**config.mk**
```make
export PLATFORM = sky130hd
export DESIGN_NAME = cpuout_uart_tx
export DESIGN_NICKNAME = d
export VERILOG_FILES = /design/src/rtl/cpuout_uart_tx.sv
export SDC_FILE = /design/constraint.sdc
export NUM_CORES = 1
export LEC_CHECK = 0
export BUFFER_PORTS_ARGS = -buffer_cell sky130_fd_sc_hd__buf_2
export CAP_MARGIN = 15
export CELL_PAD_IN_SITES_DETAIL_PLACEMENT = 1
export CELL_PAD_IN_SITES_GLOBAL_PLACEMENT = 1
export CORE_ASPECT_RATIO = 0.8
export CORE_MARGIN = 4
export CORE_UTILIZATION = 50
export CTS_CLUSTER_SIZE = 8
export DETAILED_ROUTE_END_ITERATION = 6
export GPL_TIMING_DRIVEN = 0
export PLACE_DENSITY = 0.75
export SKIP_CTS_REPAIR_TIMING = 1
export SLEW_MARGIN = 15
export SYNTH_ARGS = -nofsm -noshare
export SYNTH_HDL_FRONTEND = slang
export SYNTH_SLANG_ARGS = --single-unit
```
**constraint.sdc**
```tcl
create_clock -name CLK -period 5.79 [get_ports CLK]
set_clock_uncertainty 0.1 [all_clocks]
set_input_delay 1.158 -clock CLK [delete_from_list [all_inputs] [get_ports CLK]]
set_output_delay 1.158 -clock CLK [all_outputs]
set_load 0.01 [all_outputs]
```
**src/rtl/cpuout_uart_tx.sv**
```systemverilog
// Captures every change of the core's 32-bit CPUOut into a FIFO and sends each word LSB-byte-first on a UART line.
// Optional even-parity bit per byte when CPUOUT_UART_PARITY_EN is defined (default build: 8N1).
module cpuout_uart_tx #(
  parameter int CLKS_PER_BIT = 4,
  parameter int DEPTH        = 8
) (
  input  logic                     CLK,
  input  logic                     Reset,
  input  logic [31:0]              CPUOut,
  output logic                     Tx,
  output logic                     Busy,
  output logic [$clog2(DEPTH):0]   Level,
  output logic                     Overflow
);

  localparam int AW = $clog2(DEPTH);
  localparam int CW = (CLKS_PER_BIT > 1) ? $clog2(CLKS_PER_BIT) : 1;
  localparam logic [CW-1:0] CYC_LAST = CW'(CLKS_PER_BIT - 1);
  localparam logic [CW-1:0] CYC_ONE  = CW'(1);
  localparam logic [AW:0]   PTR_ONE  = (AW + 1)'(1);
  localparam logic [AW:0]   LVL_FULL = (AW + 1)'(DEPTH);

`ifdef CPUOUT_UART_PARITY_EN
  typedef enum logic [2:0] {IDLE, START, DATA, PARITY, STOP} state_t;
`else
  typedef enum logic [2:0] {IDLE, START, DATA, STOP} state_t;
`endif

  function automatic logic even_parity(input logic [7:0] b);
    return ^b;
  endfunction

  logic [31:0]   prev;
  logic [31:0]   mem [DEPTH];
  logic [AW:0]   wptr;
  logic [AW:0]   rptr;
  logic          push_req;
  logic          push_ok;
  logic          pop;
  logic          full;
  logic          empty;

  state_t        state;
  state_t        state_n;
  logic [CW-1:0] cyc;
  logic [CW-1:0] cyc_n;
  logic [2:0]    bit_idx;
  logic [2:0]    bit_n;
  logic [1:0]    byte_idx;
  logic [1:0]    byte_n;
  logic [31:0]   shreg;
  logic [31:0]   shreg_n;
  logic [7:0]    cur_byte_n;
  logic          tx_n;

  assign Level    = wptr - rptr;
  assign full     = (Level == LVL_FULL);
  assign empty    = (wptr == rptr);
  assign push_req = (CPUOut != prev);
  // A pop in the same cycle frees the slot, so a push on full still lands.
  assign push_ok  = push_req && (!full || pop);
  assign Busy     = (state != IDLE);

  always_ff @(posedge CLK) begin
    if (Reset) begin
      prev     <= '0;
      wptr     <= '0;
      rptr     <= '0;
      Overflow <= 1'b0;
    end else begin
      if (push_req)
        prev <= CPUOut;
      if (push_ok)
        wptr <= wptr + PTR_ONE;
      if (pop)
        rptr <= rptr + PTR_ONE;
      if (push_req && full && !pop)
        Overflow <= 1'b1;
    end
  end

  always_ff @(posedge CLK) begin
    if (push_ok)
      mem[wptr[AW-1:0]] <= CPUOut;
  end

  always_comb begin
    state_n = state;
    cyc_n   = cyc;
    bit_n   = bit_idx;
    byte_n  = byte_idx;
    shreg_n = shreg;
    pop     = 1'b0;
    unique case (state)
      IDLE: begin
        if (!empty) begin
          pop     = 1'b1;
          shreg_n = mem[rptr[AW-1:0]];
          byte_n  = 2'd0;
          bit_n   = 3'd0;
          cyc_n   = '0;
          state_n = START;
        end
      end
      START: begin
        if (cyc == CYC_LAST) begin
          cyc_n   = '0;
          bit_n   = 3'd0;
          state_n = DATA;
        end else begin
          cyc_n = cyc + CYC_ONE;
        end
      end
      DATA: begin
        if (cyc == CYC_LAST) begin
          cyc_n = '0;
          if (bit_idx == 3'd7) begin
`ifdef CPUOUT_UART_PARITY_EN
            state_n = PARITY;
`else
            state_n = STOP;
`endif
          end else begin
            bit_n = bit_idx + 3'd1;
          end
        end else begin
          cyc_n = cyc + CYC_ONE;
        end
      end
`ifdef CPUOUT_UART_PARITY_EN
      PARITY: begin
        if (cyc == CYC_LAST) begin
          cyc_n   = '0;
          state_n = STOP;
        end else begin
          cyc_n = cyc + CYC_ONE;
        end
      end
`endif
      STOP: begin
        if (cyc == CYC_LAST) begin
          cyc_n = '0;
          if (byte_idx != 2'd3) begin
            byte_n  = byte_idx + 2'd1;
            shreg_n = {8'h00, shreg[31:8]};
            state_n = START;
          end else begin
            state_n = IDLE;
          end
        end else begin
          cyc_n = cyc + CYC_ONE;
        end
      end
      default: state_n = IDLE;
    endcase
  end

  // Tx is registered, so it is derived from the state being entered.
  always_comb begin
    cur_byte_n = shreg_n[7:0];
    tx_n       = 1'b1;
    unique case (state_n)
      START:   tx_n = 1'b0;
      DATA:    tx_n = cur_byte_n[bit_n];
`ifdef CPUOUT_UART_PARITY_EN
      PARITY:  tx_n = even_parity(cur_byte_n);
`endif
      default: tx_n = 1'b1;
    endcase
  end

  always_ff @(posedge CLK) begin
    if (Reset) begin
      state    <= IDLE;
      cyc      <= '0;
      bit_idx  <= 3'd0;
      byte_idx <= 2'd0;
      Tx       <= 1'b1;
    end else begin
      state    <= state_n;
      cyc      <= cyc_n;
      bit_idx  <= bit_n;
      byte_idx <= byte_n;
      Tx       <= tx_n;
    end
  end

  always_ff @(posedge CLK) begin
    shreg <= shreg_n;
  end

endmodule

```
==> results of run 1 <==
==> kinds of logic (layout without fill, tap and decap cells) <==
kind of cell	count (synthesis)	in the layout	synth area share, %
AO/OA/AOI/OAI	56	56	2.649
XOR/XNOR	41	41	2.696
adder cells (fa/ha/maj)	9	9	0.9017
buffers and inverters	54	196	1.775
flip-flops	343	343	72.58
multiplexers	102	102	14.07
other	1	1	0.02815
AND/OR/NAND/NOR	137	137	5.297
==> layer usage <==
| layer | vias up | track usage, % | wire length (um) |
|---|---|---|---|
| li1 | 3113 | - | - |
| met1 | 3742 | 31.85 | 13810 |
| met2 | 241 | 36.01 | 15590 |
| met3 | 45 | 4.085 | 1918 |
| met4 | 2 | 5.470 | 559 |
| met5 | - | 0 | 13 |
==> worst min-delay path: cells and delay by family (launching register included) <==
family | cells | cell delay, ps
AO/OA/AOI/OAI | 1 | 40
flip-flops | 1 | 320
AND/OR/NAND/NOR | 1 | 70
==> layout by cell type (no fill, tap or decap), types with 4 or more instances in the layout <==
cell type,count
mux2i_1,29
clkbuf_16,49
dfxtp_1,63
mux4_1,11
buf_2,48
xor2_1,4
nor2b_1,38
edfxtp_1,280
a222oi_1,8
a31oi_1,4
nand2_1,33
inv_1,21
nor2_1,24
a21oi_1,10
nor2_4,5
ha_1,8
o21ai_0,23
clkbuf_1,55
nand4_1,11
nand3_1,6
xnor2_1,37
buf_4,9
nor4_1,4
mux2_2,9
mux4_2,53
==> Yosys cell counts (8+ instances only) <==
library cell / instances
ha_1: 8
edfxtp_1: 280
nand4_1: 11
mux4_2: 53
mux4_1: 11
a21oi_1: 10
nor2b_1: 38
buf_2: 9
mux2i_1: 29
xnor2_1: 37
clkbuf_1: 17
a222oi_1: 8
nand2_1: 33
mux2_2: 9
dfxtp_1: 63
inv_1: 22
nor2_1: 29
o21ai_0: 23
==> path summary, 6_finish.rpt <==
check | end | slack, ps | cells past startpoint
max | mem[0][10] | 2060 | 10
min reg2reg | Overflow | 360 | 2
max reg2reg | mem[0][10] | 2060 | 10
min | Overflow | 360 | 2
==> sequential cells by signal (all words and copies together) (netlist names), 2 cells and up, named ones only <==
signal,flops
rptr,4
state,3
mem,256
byte_idx,2
prev,32
shreg,32
cyc,2
wptr,4
bit_idx,3
==> report_power, final <==
group	internal (mW)	switching (mW)
Combinational	0.686	1.07
Sequential	3.29	0.153
Clock	1.58	0.995
Total	5.55	2.22
==> stage by stage <==
stage	cell area, sq um	TNS (ps)	power [mW]	utilization, %
2_1_floorplan	13320	0	4.489	-
3_3_place_gp	13960	-89130	5.010	53.17
3_5_place_dp	14210	0	5.232	54.13
4_1_cts	15600	0	7.821	59.41
5_1_grt	15600	0	8.107	59.41
6_report	15600	0	7.767	59.41
==> area by class of cell <==
| class | count | area (sq um) | share of cell area, % |
|---|---|---|---|
| plain buffers | 32 | 153.9 | 0.9865 |
| repair buffers | 53 | 397.9 | 2.551 |
| multi-input cells | 346 | 3463 | 22.20 |
| well taps | 357 | 446.7 | 2.863 |
| inverters | 22 | 82.58 | 0.5294 |
| clock inverters | 2 | 17.52 | 0.1123 |
| clock buffers | 87 | 1369 | 8.774 |
| flip-flops and latches | 343 | 9669 | 61.98 |
==> results.json, run 1 <==
{
  "die_area_sq_um": 29340,
  "drt-pass1-iter-count": 5,
  "postSynthAreaPerCell_sq_um": 17.93,
  "cap_violations": 0,
  "ys_ff_latch": 343,
  "critPathMaxFanout": 7,
  "grt_overflow_total": 0,
  "syn_to_final_growth_pct": 17.10,
  "arrival_ps": 3880,
  "start_util_pct": 50.73,
  "hold_viol": 0,
  "fp-row-count": 53,
  "synth_edf_count": 280,
  "fp.dieW_um": 190.5,
  "synthDistinctLibCells": 45,
  "detail-route-antenna-nets": 0,
  "antenna_found_initial": 1,
  "p_per_area_nw_per_um2": 497.9,
  "syn_nets": 786,
  "critPathRequiredTime_ps": 5940,
  "synth_ff_type": "edfxtp_1",
  "r2r_start": "wptr[2]",
  "ctsLongestPathBuffers": 3,
  "crit_start": "wptr[2]",
  "seq_area_frac_synth_pct": 72.58,
  "async_flop_share_pct": 0,
  "ys_warn_count": 0,
  "drt_iter0_drc": 683,
  "cpLargestDelayFamily": "simple AND/OR/NAND/NOR gates",
  "ios": 41,
  "grt_max_degree": 25,
  "worst-setup-path-type": "reg2reg",
  "max_slew_margin_pct": 35.71,
  "cpPeakStageDelay_ps": 550,
  "fin_crit_sh_pct": 64.45,
  "outcome": "complete, no violations",
  "worstHoldStart": "Overflow",
  "port_buffers": 39,
  "finalNonFillerCells": 1242,
  "via_count": 7143,
  "finalSetupViolations": 0,
  "fmax_ghz": 0.2680,
  "maxSlewViolCount": 0,
  "cts.htree.levels": 2,
  "fill_cells": 2356,
  "nets": 889,
  "cp_cell_sequence": "ha_1 > and3_1 > a21oi_1 > nor4_1 > nand3_1 > and2_1 > nand2_1 > nor3_2 > buf_4 > buf_4",
  "crit_top_cell": "buf_4",
  "end_kind": "flop",
  "cts_num_sinks": 343,
  "leakage_nw": 5.164,
  "worstSetupStartpointType": "flop",
  "routedWlPerCell_um": 25.68,
  "hold_path.class": "reg2reg",
  "grt_pass1_wl_mm": 48.70,
  "holdWs_ps": 359.4,
  "clk_pin_slew_worst_paths_ps": 50,
  "max_slew.worst_pin.slew_ps": 963.4,
  "synth_top_area_share_pct": 63.12,
  "cts_root_buf": "clkbuf_16",
  "netlist_area_sq_um": 13320,
  "grtUsageTotal_pct": 22.25,
  "die_h_um": 154.0,
  "final_layout_size_suffix_gt1_share_pct": 21.13,
  "gp_congestion": 0.8374,
  "rsz0062_at_grt": "no",
  "place_ws_ps": 1887,
  "drcViolationCount": 0,
  "numCtsBuffers": 48,
  "routed_wl_mm": 31.89,
  "synthCells": 743,
  "max-vdd-ir-drop_uv": 254.1,
  "core-area_sq_um": 26260,
  "fin_ws_ps": 2058,
  "layout_min_cycle_time_ps": 3732,
  "dp_hpwl_mm": 20.82,
  "via_per_inst": 5.751,
  "yosysTopAreaCell": "edfxtp_1",
  "antenna_cells": 0,
  "worst_path_max_delay_cell": "nor3_2",
  "clkLatencyLatePin_ps": 550,
  "cts_tree": "yes",
  "grt_pass1_vias": 7778,
  "synth.area.top_cells": "edfxtp_1 (63%), dfxtp_1 (9.5%), mux4_2 (9.0%)",
  "cp_num_buf_inv": 2,
  "post-place-cells": 1153
}
Power figures use the tool's default switching activity.
==> run 2, diff against run 1 <==
- ABC_AREA: not set -> 1
- PLACE_DENSITY: 0.75 -> 0.8
- clock period: 5.79 -> 3.6 ns (I/O delays scaled with it)
==> run 2 against run 1 <==
Via count up 40%. Global-route usage up 6.1 points. Clock-buffer cell count shrank 1. Sequential cell count unchanged. Sequential power increased by 67%. Die area is 3.4% higher. Design area up 4.3%. Synthesized cell count up 62%. Sequential share of layout area decreased by 2.5 points. Hold slack worse by 18 ps. Power rose by 89%. First-iteration DRC count up 59%. Critical endpoint is now mem[6][25].
==> results.json, run 2 <==
{
  "outcome": "complete, no violations",
  "synth_edf_count": 280,
  "yosysMostFrequentCell": "edfxtp_1",
  "numCtsBuffers": 48,
  "ios": 41,
  "ys_ff_latch": 343,
  "yosys-top-cells-count": "edfxtp_1 (280), nor2_1 (205), nand2_1 (182)",
  "dp_hpwl_mm": 27.27,
  "fin_crit_sh_pct": 99.44,
  "max-vdd-ir-drop_uv": 475.7,
  "routedWlPerCell_um": 25.19,
  "power_mw": 14.65,
  "hold_path.class": "in2reg",
  "syn_nets": 1243,
  "critPathRequiredTime_ps": 3810,
  "yosysTopAreaCell": "edfxtp_1",
  "layout_min_cycle_time_ps": 3580,
  "leakage_nw": 6.118,
  "cts_num_sinks": 343,
  "max_slew_margin_pct": 24.82,
  "cts.htree.levels": 2,
  "grt_pass1_wl_mm": 64.93,
  "grt_max_degree": 26,
  "cp_num_buf_inv": 6,
  "maxSlewViolCount": 0,
  "worstHoldStart": "CPUOut[17]",
  "synth_ff_type": "edfxtp_1",
  "clk_pin_slew_worst_paths_ps": 50,
  "critPathMaxFanout": 13,
  "cap_violations": 0,
  "cpPeakStageDelay_ps": 850,
  "end_kind": "flop",
  "cpLargestDelayFamily": "simple AND/OR/NAND/NOR gates",
  "seq_area_frac_synth_pct": 70.08,
  "hold_viol": 0,
  "worst-setup-path-type": "in2reg",
  "via_per_inst": 5.833,
  "fmax_ghz": 0.2793,
  "final_cell_mix": "edfxtp_1 (280), nor2_1 (198), nand2_1 (182)",
  "syn_to_final_growth_pct": 17.89,
  "gp_congestion": 0.8258,
  "async_flop_share_pct": 0,
  "r2r_start": "prev[30]",
  "arrival_ps": 3790,
  "die_h_um": 156.6,
  "crit_start": "CPUOut[30]",
  "netlist_area_sq_um": 13800,
  "nets": 1350,
  "drt_iter0_drc": 1089,
  "port_buffers": 39,
  "postSynthAreaPerCell_sq_um": 11.50,
  "grtUsageTotal_pct": 28.40,
  "start_util_pct": 50.68,
  "worst_path_max_delay_cell": "nor4_1",
  "final_layout_size_suffix_gt1_share_pct": 12.63,
  "clkLatencyLatePin_ps": 570,
  "routed_wl_mm": 43.11,
  "detail-route-antenna-nets": 0,
  "cp_cell_sequence": "buf_2 > inv_1 > nand2_1 > nand2_1 > nor4_1 > nand2_1 > nor2_1 > nand2_1 > nand2_1 > inv_1 > nand2_1 > nor3_4 > buf_8 > buf_16 > buf_8",
  "synth.area.top_cells": "edfxtp_1 (61%), dfxtp_1 (9.1%), nor2_1 (5.6%)",
  "core-area_sq_um": 27230,
  "antenna_found_initial": 1,
  "fp-row-count": 54,
  "grt_overflow_total": 0,
  "synthDistinctLibCells": 37,
  "final_common_cell": "edfxtp_1",
  "worstSetupStartpointType": "primary input",
  "tns_ps": 0,
  "drcViolationCount": 0,
  "ctsLongestPathBuffers": 3,
  "largest_reg_flops": 256,
  "fill_cells": 2845,
  "cts_tree": "yes",
  "finalSetupViolations": 0,
  "fin_ws_ps": 20.06,
  "synthCells": 1200,
  "die_area_sq_um": 30340,
  "fp.dieW_um": 193.7,
  "crit_top_cell": "nand2_1",
  "via_count": 9981,
  "max_slew.worst_pin.slew_ps": 1127,
  "ys_warn_count": 0,
  "cts_root_buf": "clkbuf_16",
  "place_ws_ps": -394.3,
  "grt_pass1_vias": 10890,
  "drt-pass1-iter-count": 5,
  "synth_top_area_share_pct": 60.94,
  "p_per_area_nw_per_um2": 900.6
}
-- run 2: cell count changes in the layout (fill, tap and decap cells not counted), sizes merged, moves of 21 or more --
cell and delta:
o21ai +110, nor2 +178, o221ai +26, xnor2 -29, inv +61, nand2 +154
mux2i -29, buf +21, nor2b -38, nand3 +39, mux4 -64
-- run 2: logic make-up after synthesis --
kind of cell	Yosys count	share of synthesized area, %
flip-flops	343	70.08
XOR/XNOR	23	1.460
AND/OR/NAND/NOR	457	13.46
AO/OA/AOI/OAI	224	9.657
other	1	0.02718
adder cells (fa/ha/maj)	9	0.8705
buffers and inverters	143	4.452
-- run 2: where the power goes --
group	internal [mW]	switching, mW
sequential	5.40	0.339
combinational	1.37	3.34
clock	2.51	1.69
-- run 2: layout make-up --
| class | instances | area (sq um) | share of cell area (%) |
|---|---|---|---|
| sequential | 343 | 9669 | 59.44 |
| multi-input combinational | 714 | 3578 | 22.00 |
| clock buffer | 86 | 1344 | 8.261 |
| timing repair buffer | 57 | 555.5 | 3.415 |
| tap | 364 | 455.4 | 2.800 |
| inverter | 84 | 315.3 | 1.938 |
| buffer | 59 | 299.0 | 1.838 |
| clock inverter | 3 | 47.55 | 0.2923 |
| antenna | 1 | 2.502 | 0.01538 |
-- run 2: final timing paths --
path | slack (ps) | depth (start not counted) | to
max | 20 | 15 | mem[6][25]
min | 340 | 3 | prev[17]
max reg2reg | 90 | 14 | mem[6][25]
min reg2reg | 360 | 2 | shreg[0]
-- run 2: worst min-delay path: cells and delay by family --
kind          cells  cell delay (ps)
buf+inv           2              210
simple gates      1               30
-- run 2: through the flow --
stage               util [%]  hold slack (ps)  instances  cell area (sq um)
CTS                    59.48            339.5       1704              16190
floorplan                  -            324.3       1200              13810
global placement       53.11            338.8       1603              14460
global route           59.74            370.6       1711              16270
detailed placement     54.37            341.8       1615              14800
finish                 59.74            340.9       1711              16270
-- run 2: metal layers --
| layer | vias up | part of all wire [%] | GRT usage [%] |
|---|---|---|---|
| li1 | 4420 | - | - |
| met1 | 4991 | 39 | 35.45 |
| met2 | 459 | 49 | 48.81 |
| met4 | 0 | 3.7 | 12.00 |
| met3 | 111 | 7.8 | 5.984 |
| met5 | - | 0 | 0 |
